File: config.mk
export PLATFORM = sky130hd
export DESIGN_NAME = terrain_scheduler_flat
export DESIGN_NICKNAME = d
export VERILOG_FILES = /design/src/rtl/terrain_scheduler_if.sv /design/src/rtl/terrain_scheduler.sv /design/src/flat_wrapper.sv
export SDC_FILE = /design/constraint.sdc
export NUM_CORES = 1
export LEC_CHECK = 0
export ABC_AREA = 0
export CAP_MARGIN = 10
export CORE_MARGIN = 2
export CORE_UTILIZATION = 45
export CTS_CLUSTER_DIAMETER = 120
export DETAILED_ROUTE_END_ITERATION = 16
export PLACE_DENSITY = 0.68
export SLEW_MARGIN = 10
export SYNTH_ARGS = -nofsm -noshare
export SYNTH_HDL_FRONTEND = slang
export SYNTH_SLANG_ARGS = --single-unit
File: constraint.sdc
create_clock -name i_clk -period 6.56 [get_ports i_clk]
set_input_delay 1.968 -clock i_clk [delete_from_list [all_inputs] [get_ports i_clk]]
set_output_delay 1.968 -clock i_clk [all_outputs]
set_load 0.02 [all_outputs]
File: src/rtl/terrain_scheduler_if.sv
// Bus between game-state control and the terrain scheduler: frame sync, run/pause
// levels in, per-slot movement enables and spawn status out.
interface terrain_scheduler_if #(
   parameter int NUM_SLOTS = 4
);
   localparam int SW = $clog2(NUM_SLOTS);

   logic                 i_v_sync;
   logic                 i_enable;
   logic                 i_pause;
   logic [NUM_SLOTS-1:0] o_active;
   logic                 o_spawn;
   logic [SW-1:0]        o_spawn_slot;
   logic                 o_spawn_stall;
   logic [15:0]          o_frame_cnt;
   logic [1:0]           o_state;

   modport master (
      output i_v_sync, i_enable, i_pause,
      input  o_active, o_spawn, o_spawn_slot, o_spawn_stall, o_frame_cnt, o_state
   );

   modport slave (
      input  i_v_sync, i_enable, i_pause,
      output o_active, o_spawn, o_spawn_slot, o_spawn_stall, o_frame_cnt, o_state
   );
endinterface

File: src/rtl/terrain_scheduler.sv
// Frame-rate controller for a pool of terrain sprite slots: spawns a segment every
// SPAWN_INTERVAL frames into the lowest free slot and retires it after LIFETIME frames.
module terrain_scheduler #(
   parameter int NUM_SLOTS      = 4,
   parameter int SPAWN_INTERVAL = 90,
   parameter int LIFETIME       = 360
) (
   input  logic               i_clk,
   input  logic               i_rst_n,
   terrain_scheduler_if.slave bus
);
   localparam int SW = $clog2(NUM_SLOTS);
   localparam int CW = $clog2(SPAWN_INTERVAL);
   localparam logic [CW-1:0] SPAWN_LAST = CW'(SPAWN_INTERVAL - 1);
   localparam logic [15:0]   LIFE_INIT  = 16'(LIFETIME);

   localparam logic [1:0] IDLE  = 2'd0;
   localparam logic [1:0] RUN   = 2'd1;
   localparam logic [1:0] PAUSE = 2'd2;
   localparam logic [1:0] DRAIN = 2'd3;

   logic                 sync1_q, sync2_q, sync3_q, tick_q;
   logic [1:0]           state_q, state_d;
   logic [NUM_SLOTS-1:0] busy_q, busy_d, busyExp;
   logic [15:0]          life_q [NUM_SLOTS];
   logic [15:0]          life_d [NUM_SLOTS];
   logic [CW-1:0]        spawnCnt_q, spawnCnt_d;
   logic [15:0]          frameCnt_q, frameCnt_d;
   logic                 spawn_q, spawn_d;
   logic [SW-1:0]        spawnSlot_q, spawnSlot_d;
   logic                 stall_q, stall_d;
   logic                 runLike, frameStep, freeFound;
   logic [SW-1:0]        freeIdx;

   assign runLike   = (state_q == RUN) || (state_q == DRAIN);
   assign frameStep = tick_q && runLike;

   // The extra tick register puts the frame pulse 3 edges after the v_sync rise.
   always_ff @(posedge i_clk or negedge i_rst_n) begin
      if (!i_rst_n) begin
         sync1_q <= 1'b0;
         sync2_q <= 1'b0;
         sync3_q <= 1'b0;
         tick_q  <= 1'b0;
      end else begin
         sync1_q <= bus.i_v_sync;
         sync2_q <= sync1_q;
         sync3_q <= sync2_q;
         tick_q  <= sync2_q & ~sync3_q;
      end
   end

   always_comb begin
      busyExp = busy_q;
      if (frameStep) begin
         for (int k = 0; k < NUM_SLOTS; k++) begin
            if (busy_q[k] && (life_q[k] == 16'd1)) busyExp[k] = 1'b0;
         end
      end
   end

   // Slots retired on this tick are already counted as free here.
   always_comb begin
      freeFound = 1'b0;
      freeIdx   = '0;
      for (int k = NUM_SLOTS - 1; k >= 0; k--) begin
         if (!busyExp[k]) begin
            freeFound = 1'b1;
            freeIdx   = SW'(k);
         end
      end
   end

   always_comb begin
      state_d     = state_q;
      busy_d      = busy_q;
      life_d      = life_q;
      spawnCnt_d  = spawnCnt_q;
      frameCnt_d  = frameCnt_q;
      spawn_d     = 1'b0;
      spawnSlot_d = spawnSlot_q;
      stall_d     = stall_q;

      if (frameStep) begin
         busy_d     = busyExp;
         frameCnt_d = frameCnt_q + 16'd1;
         for (int k = 0; k < NUM_SLOTS; k++) begin
            if (busy_q[k]) begin
               life_d[k] = (life_q[k] == 16'd1) ? 16'd0 : life_q[k] - 16'd1;
            end
         end
         if (state_q == RUN) begin
            if (spawnCnt_q == SPAWN_LAST) begin
               if (freeFound) begin
                  busy_d[freeIdx] = 1'b1;
                  life_d[freeIdx] = LIFE_INIT;
                  spawn_d         = 1'b1;
                  spawnSlot_d     = freeIdx;
                  spawnCnt_d      = '0;
                  stall_d         = 1'b0;
               end else begin
                  stall_d = 1'b1;
               end
            end else begin
               spawnCnt_d = spawnCnt_q + CW'(1);
            end
         end else begin
            stall_d = 1'b0;
         end
      end

      case (state_q)
         IDLE: begin
            if (bus.i_enable) begin
               state_d    = RUN;
               spawnCnt_d = SPAWN_LAST;
            end
         end
         RUN: begin
            if (bus.i_pause)        state_d = PAUSE;
            else if (!bus.i_enable) state_d = DRAIN;
         end
         PAUSE: begin
            if (!bus.i_pause) state_d = bus.i_enable ? RUN : DRAIN;
         end
         default: begin
            if (bus.i_enable) begin
               state_d = RUN;
            end else if (busy_q == '0) begin
               state_d    = IDLE;
               frameCnt_d = '0;
            end
         end
      endcase

      if (state_d != state_q) stall_d = 1'b0;
   end

   always_ff @(posedge i_clk or negedge i_rst_n) begin
      if (!i_rst_n) begin
         state_q     <= IDLE;
         busy_q      <= '0;
         spawnCnt_q  <= '0;
         frameCnt_q  <= '0;
         spawn_q     <= 1'b0;
         spawnSlot_q <= '0;
         stall_q     <= 1'b0;
         for (int k = 0; k < NUM_SLOTS; k++) life_q[k] <= '0;
      end else begin
         state_q     <= state_d;
         busy_q      <= busy_d;
         life_q      <= life_d;
         spawnCnt_q  <= spawnCnt_d;
         frameCnt_q  <= frameCnt_d;
         spawn_q     <= spawn_d;
         spawnSlot_q <= spawnSlot_d;
         stall_q     <= stall_d;
      end
   end

   assign bus.o_active      = runLike ? busy_q : '0;
   assign bus.o_spawn       = spawn_q;
   assign bus.o_spawn_slot  = spawnSlot_q;
   assign bus.o_spawn_stall = stall_q;
   assign bus.o_frame_cnt   = frameCnt_q;
   assign bus.o_state       = state_q;
endmodule

File: src/flat_wrapper.sv
// flat-port wrapper written by rule: the top's interface ports become plain ports
module terrain_scheduler_flat 
#(
   parameter int NUM_SLOTS      = 4,
   parameter int SPAWN_INTERVAL = 90,
   parameter int LIFETIME       = 360
)
  (i_clk, i_rst_n, bus_i_v_sync, bus_i_enable, bus_i_pause, bus_o_active, bus_o_spawn, bus_o_spawn_slot, bus_o_spawn_stall, bus_o_frame_cnt, bus_o_state);
  terrain_scheduler_if #(.NUM_SLOTS(NUM_SLOTS)) bus_i ();
  input  logic i_clk;
  input  logic i_rst_n;
  input wire logic [$bits(bus_i.i_v_sync)-1:0] bus_i_v_sync;
  input wire logic [$bits(bus_i.i_enable)-1:0] bus_i_enable;
  input wire logic [$bits(bus_i.i_pause)-1:0] bus_i_pause;
  output wire logic [$bits(bus_i.o_active)-1:0] bus_o_active;
  output wire logic [$bits(bus_i.o_spawn)-1:0] bus_o_spawn;
  output wire logic [$bits(bus_i.o_spawn_slot)-1:0] bus_o_spawn_slot;
  output wire logic [$bits(bus_i.o_spawn_stall)-1:0] bus_o_spawn_stall;
  output wire logic [$bits(bus_i.o_frame_cnt)-1:0] bus_o_frame_cnt;
  output wire logic [$bits(bus_i.o_state)-1:0] bus_o_state;
  assign bus_i.i_v_sync = bus_i_v_sync;
  assign bus_i.i_enable = bus_i_enable;
  assign bus_i.i_pause = bus_i_pause;
  assign bus_o_active = bus_i.o_active;
  assign bus_o_spawn = bus_i.o_spawn;
  assign bus_o_spawn_slot = bus_i.o_spawn_slot;
  assign bus_o_spawn_stall = bus_i.o_spawn_stall;
  assign bus_o_frame_cnt = bus_i.o_frame_cnt;
  assign bus_o_state = bus_i.o_state;
  terrain_scheduler #(.NUM_SLOTS(NUM_SLOTS), .SPAWN_INTERVAL(SPAWN_INTERVAL), .LIFETIME(LIFETIME)) u_core (.i_clk(i_clk), .i_rst_n(i_rst_n), .bus(bus_i));
endmodule
==> results of run 1 <==
## cells by family after synthesis
kind of cell	Yosys count	share of synthesized area, %
xor+xnor	19	2.908
flops	101	44.17
buf+inv	42	3.105
compound gates	172	19.38
simple gates	299	28.03
fa+ha+maj	11	2.405
## per-layer routing
layer | vias up | GRT usage, % | routed length (um)
met2 | 118 | 32.25 | 6141
met3 | 11 | 4.100 | 590
met5 | - | 0 | 0
met4 | 0 | 6.902 | 142
li1 | 2418 | - | -
met1 | 2373 | 28.74 | 6213
## layout make-up
class                           instances  area, sq um  share of cell area, %
Multi-Input combinational cell        501         3017                  46.89
Sequential cell                       101         2527                  39.28
Timing Repair Buffer                   34        327.8                  5.095
Clock buffer                           11        242.7                  3.773
Tap cell                              172        215.2                  3.345
Inverter                               16        60.06                 0.9335
Clock inverter                          5        43.79                 0.6807
## flip-flops by register name (all words and copies together) (netlist names), 2 cells and up
signal / flops
u_core.life_q: 64
u_core.busy_q: 4
u_core.bus.o_spawn_slot: 2
u_core.bus.o_frame_cnt: 16
u_core.bus.o_state: 2
u_core.spawnCnt_q: 7
## path summary, 6_finish.rpt
kind | startpoint | endpoint | slack [ns] | cells after the start
setup / recovery | u_core.busy_q[0]$_DFFE_PN0N_ | bus_o_active[0] | 2.81 | 2
hold / removal | u_core.sync1_q$_DFF_PN0_ | u_core.sync2_q$_DFF_PN0_ | 0.35 | 0
setup reg to reg | u_core.bus.o_state[0]$_DFF_PN0_ | u_core.life_q[42]$_DFFE_PN0N_ | 3.45 | 6
hold reg to reg | u_core.sync1_q$_DFF_PN0_ | u_core.sync2_q$_DFF_PN0_ | 0.35 | 0
max in group asynchronous | i_rst_n | u_core.life_q[48]$_DFFE_PN0N_ | 3.86 | 2
min in group asynchronous | i_rst_n | u_core.life_q[5]$_DFFE_PN0N_ | 1.73 | 1
## synthesized netlist by cell type, types with 3 or more instances
master | n | area (sq um)
clkbuf_1 | 21 | 78.83
or3_1 | 14 | 87.58
o21ai_0 | 47 | 235.2
xor2_1 | 15 | 131.4
a22oi_1 | 3 | 22.52
ha_1 | 11 | 137.6
nor2b_1 | 4 | 25.02
nand4_1 | 11 | 68.82
nand2_1 | 79 | 296.5
and2_1 | 10 | 62.56
a21o_1 | 5 | 37.54
and4_1 | 3 | 26.28
nand3_1 | 25 | 125.1
or2_2 | 4 | 25.02
o211ai_1 | 5 | 37.54
nand3b_1 | 3 | 22.52
nand2b_1 | 6 | 37.54
o31ai_1 | 10 | 75.07
o21ai_1 | 8 | 40.04
nor3_1 | 28 | 140.1
nor4b_1 | 3 | 26.28
a31oi_1 | 16 | 100.1
nor4_1 | 16 | 100.1
nor2_1 | 56 | 210.2
a22o_1 | 8 | 70.07
a221o_1 | 3 | 30.03
xnor2_1 | 4 | 35.03
or4_1 | 8 | 60.06
a211oi_1 | 3 | 22.52
inv_1 | 16 | 60.06
dfrtp_1 | 101 | 2527
a21oi_1 | 35 | 175.2
and3_1 | 7 | 43.79
o311ai_0 | 6 | 52.55
o41ai_1 | 3 | 26.28
nor3b_1 | 6 | 45.04
## layout by cell type (no fill, tap or decap), types with 3 or more instances in the layout
cell / synthesis / final
o311ai_0: 6 / 6
xor2_1: 15 / 15
nand4_1: 11 / 11
clkdlybuf4s50_1: 0 / 29
a21o_1: 5 / 5
o21ai_1: 8 / 8
nor3b_1: 6 / 6
a22oi_1: 3 / 3
inv_1: 16 / 16
nand2_1: 79 / 79
a21oi_1: 35 / 35
and2_1: 10 / 10
or2_2: 4 / 4
or3_1: 14 / 14
nand2b_1: 6 / 6
and4_1: 3 / 3
o31ai_1: 10 / 10
a31oi_1: 16 / 16
nor2_1: 56 / 56
nand3_1: 25 / 25
nor4b_1: 3 / 3
or4_1: 8 / 8
nor4_1: 16 / 16
o41ai_1: 3 / 3
buf_4: 1 / 5
a211oi_1: 3 / 3
nor2b_1: 4 / 4
and3_1: 7 / 7
dfrtp_1: 101 / 101
ha_1: 11 / 11
a22o_1: 8 / 8
a221o_1: 3 / 3
o21ai_0: 47 / 47
xnor2_1: 4 / 4
nor3_1: 28 / 28
nand3b_1: 3 / 3
clkbuf_16: 0 / 9
o211ai_1: 5 / 5
## worst reg2reg max path: cells and delay by family, from the launching register on
family,cells,cell delay [ns]
compound gates,4,1.32
simple gates,1,0.66
buf+inv,1,0.46
flops,1,0.60
## where the power goes
part / internal [W] / switching, W / total, W
registers: 0.000651 / 0.0000501 / 0.000701
clock network: 0.000273 / 0.000246 / 0.000518
logic: 0.0000928 / 0.000159 / 0.000252
## stage by stage
stage          power [W]  utilization [%]  hold WS, ns  setup WS [ns]  cell area (sq um)
2_1_floorplan  0.0008714                -       0.3312          3.547               5722
4_1_cts         0.001488            51.40       0.3532          2.775               6434
6_report        0.001471            51.40       0.3545          2.813               6434
3_3_place_gp   0.0009562            49.11       0.3385          3.075               6147
5_1_grt         0.001548            51.40       0.3733          2.686               6434
3_5_place_dp   0.0009647            49.11       0.3372          3.028               6147
==> results.py, run 1 <==
metrics = {
    "synth": {
        "synth-edff-count": 0,
        "async_flop_share_pct": 100.0,
        "syn-instance-count": 644,
        "ys_seq_elements": 101,
        "synth-main-ff-cell": "dfrtp_1",
        "synth_area_sq_um": 5722,
        "ys_types": 66,
        "ys_warn_count": 0,
        "avgSynthCellArea_sq_um": 8.885,
        "ys_seq_area_share_pct": 44.17,
        "syn_nets": 660,
    },
    "cts": {
        "clock_latency_ns": 0.35,
        "cts_root_buf": "clkbuf_16",
        "cts_buffer_depth": 2,
        "clkSinkCount": 101,
        "clk_pin_slew_ns": 0.07,
        "post-cts-setup-buffer-count": 0,
        "cts_tree": "yes",
        "hold_buffers": 0,
        "cts-resized-gates": 0,
        "cts_buffers": 9,
        "cts-htree-levels": 3,
    },
    "sta": {
        "clock_skew_ns": 0.007446,
        "rsz0062_at_grt": "false",
        "fin_crit_sh_pct": 57.11,
        "hold_viol": 0,
        "worstMarginPinSlew_ns": 0.9808,
        "max_freq_ghz": 0.2669,
        "drv_slew": 0,
        "finalSetupViolations": 0,
        "tns_ns": 0,
        "max_slew_margin_pct": 34.37,
        "layout_min_cycle_time_ns": 3.747,
    },
    "flow_run": {
        "maxCapViolations": 0,
    },
    "floorplan": {
        "die_w_um": 116.8,
        "ios": 31,
        "fp-row-count": 41,
        "core-area_sq_um": 12520,
        "start_util_pct": 45.71,
        "die_y_um": 116.8,
        "die_area_sq_um": 13630,
    },
    "global_route": {
        "antenna_found_initial": 0,
        "overflow": 0,
        "grt_pass1_vias": 4745,
        "grt_pass1_wl_mm": 22.47,
        "grt_max_degree": 71,
        "grtUsageTotal_pct": 20.59,
    },
    "layout": {
        "diodes": 0,
        "nets": 679,
        "layoutNonFillerInstCount": 840,
        "area_growth_pct": 12.44,
        "nFillCells": 1179,
        "drive_gt1_share_pct": 6.138,
    },
    "placement": {
        "gp_congestion": 0.8302,
        "dp.cells": 824,
        "dp_hpwl_mm": 8.941,
        "portBuffers": 30,
    },
    "status": {
        "status": "finished, final reports clean",
    },
    "power": {
        "power_density_nw_per_um2": 228.7,
        "p_leak_nw": 2.698,
        "ir_drop_v": 0.0002469,
    },
    "worst_hold_path": {
        "hold_class": "flip-flop to flip-flop",
    },
    "critical_path": {
        "startpoint_type": "flip-flop",
        "path_cells": "and2_1 > clkdlybuf4s50_1",
        "cp.arrival_ns": 1.78,
        "crit_family": "flip-flops",
        "cpMaxStageDelayCell": "dfrtp_1",
        "critPathRequiredTime_ns": 4.59,
        "cp-end-kind": "output pin",
        "critical_path_class": "flip-flop to output pin",
        "max_stage_delay_ns": 0.62,
        "path_buf_inv": 1,
        "cp_max_fo": 17,
    },
    "detailed_routing": {
        "vias_per_cell": 5.857,
        "firstDrtPassIters": 5,
        "wl_per_cell_um": 15.58,
        "ant_nets": 0,
        "routed_wl_mm": 13.09,
        "drtIter0Drc": 287,
        "drc": 0,
        "num_vias": 4920,
    },
}
Power figures use the tool's default switching activity.
==> run 2, diff against run 1 <==
Clock period 6.56 ns to 3.72 ns, I/O delays scaled along.
==> results.py, run 2 (same netlist as run 1, synthesis figures left out) <==
metrics = {
    "status": {
        "status": "finished, final reports clean",
    },
    "detailed_routing": {
        "ant_nets": 0,
        "vias_per_cell": 5.966,
        "num_vias": 5053,
        "drtIter0Drc": 287,
        "firstDrtPassIters": 5,
        "wl_per_cell_um": 15.92,
        "drc": 0,
        "routed_wl_mm": 13.49,
    },
    "worst_hold_path": {
        "min_path_cells": 0,
        "min_to": "u_core.sync3_q$_DFF_PN0_",
        "hold_class": "flip-flop to flip-flop",
        "hp-start": "u_core.sync2_q$_DFF_PN0_",
    },
    "global_route": {
        "grt_pass1_wl_mm": 22.98,
        "grt_max_degree": 35,
        "antenna_found_initial": 0,
        "grt_pass1_vias": 4823,
        "overflow": 0,
        "grtUsageTotal_pct": 21.11,
    },
    "layout": {
        "largest_reg_flops": 64,
        "nFillCells": 1179,
        "final_cell_mix": "dfrtp_1 (101), nand2_1 (79), nor2_1 (56)",
        "top_register": "u_core.life_q",
        "diodes": 0,
        "area_growth_pct": 13.62,
        "drive_gt1_share_pct": 7.111,
        "nets": 686,
        "layoutNonFillerInstCount": 847,
        "final_common_cell": "dfrtp_1",
    },
    "cts": {
        "cts_buffers": 9,
        "clkSinkCount": 101,
        "cts_tree": "yes",
        "cts_root_buf": "clkbuf_16",
        "cts_buffer_depth": 2,
        "clock_latency_ns": 0.35,
        "hold_buffers": 0,
        "post-cts-setup-buffer-count": 0,
        "cts-resized-gates": 0,
        "cts-htree-levels": 3,
        "clk_pin_slew_ns": 0.07,
    },
    "sta": {
        "rsz0062_at_grt": "false",
        "timing.final.ws_setup_ns": 0.8030,
        "layout_min_cycle_time_ns": 2.917,
        "clock_skew_ns": 0.008094,
        "worstMarginPinSlew_ns": 0.7916,
        "fin_crit_sh_pct": 78.41,
        "max_slew_margin_pct": 46.74,
        "tns_ns": 0,
        "max_freq_ghz": 0.3428,
        "timing.hold.ws_ns": 0.3646,
        "finalSetupViolations": 0,
        "hold_viol": 0,
        "drv_slew": 0,
    },
    "placement": {
        "gp_congestion": 0.8493,
        "dp.cells": 831,
        "portBuffers": 30,
        "dp_hpwl_mm": 9.498,
        "dp_slack_ns": 0.9304,
    },
    "critical_path": {
        "reg2reg_depth": 6,
        "critPathRequiredTime_ns": 2.60,
        "critical_path_class": "flip-flop to output pin",
        "startpoint_type": "flip-flop",
        "cp-end-kind": "output pin",
        "reg2reg_to": "u_core.spawnCnt_q[4]$_DFF_PN0_",
        "cp_max_fo": 16,
        "timing.rr.start": "u_core.bus.o_state[0]$_DFF_PN0_",
        "rrSetupSlack_ns": 0.94,
        "cp.arrival_ns": 1.80,
    },
    "power": {
        "power_density_nw_per_um2": 409.0,
        "ir_drop_v": 0.0003414,
        "p_leak_nw": 2.741,
        "power.total_w": 0.002659,
    },
    "floorplan": {
        "start_util_pct": 45.71,
        "die_y_um": 116.8,
        "core-area_sq_um": 12520,
        "die_area_sq_um": 13630,
        "ios": 31,
        "die_w_um": 116.8,
        "fp-row-count": 41,
    },
    "flow_run": {
        "maxCapViolations": 0,
    },
}
run 2: area by class of cell:
class	count	area (sq um)	area share (%)
Sequential cell	101	2527	38.88
Multi-Input combinational cell	501	3017	46.40
Clock inverter	5	58.81	0.9045
Clock buffer	11	242.7	3.734
Inverter	16	60.06	0.9238
Tap cell	172	215.2	3.310
Timing Repair Buffer	41	380.4	5.851
run 2: worst max-delay path, cell delays in order, from the launching register on:
cell,delay [ns]
dfrtp_1,0.63
and2_1,0.22
clkdlybuf4s50_1,0.61
run 2: metrics by stage:
stage          util (%)  cell area, sq um
6_report          51.94              6501
5_1_grt           51.94              6501
4_1_cts           51.94              6501
3_5_place_dp      49.53              6200
3_3_place_gp      49.53              6200
2_1_floorplan         -              5722
run 2: layer usage:
| layer | GRT usage (%) | routed length (um) | up-vias |
|---|---|---|---|
| li1 | - | - | 2430 |
| met1 | 29.11 | 6301 | 2464 |
| met2 | 33.83 | 6372 | 140 |
| met3 | 4.152 | 596 | 19 |
| met4 | 6.431 | 217 | 0 |
| met5 | 0 | 0 | - |
run 2: worst max-delay path by stage:
stage	startpoint	to	slack (ns)
2_1_floorplan	u_core.life_q[42]$_DFFE_PN0N_	u_core.life_q[15]$_DFFE_PN0N_	1.41
3_3_place_gp	u_core.bus.o_state[0]$_DFF_PN0_	u_core.spawnCnt_q[3]$_DFF_PN0_	0.98
3_5_place_dp	u_core.bus.o_state[0]$_DFF_PN0_	u_core.spawnCnt_q[4]$_DFF_PN0_	0.93
4_1_cts	u_core.bus.o_state[0]$_DFF_PN0_	bus_o_active[3]	0.80
5_1_grt	u_core.bus.o_state[0]$_DFF_PN0_	u_core.spawnCnt_q[4]$_DFF_PN0_	0.63
6_report	u_core.bus.o_state[0]$_DFF_PN0_	bus_o_active[3]	0.80
run 2: report_power, final:
group,total (W),switching [W],internal [W]
combinational,0.000455,0.000283,0.000173
sequential,0.00124,0.0000914,0.00115
clock,0.000963,0.000422,0.000542
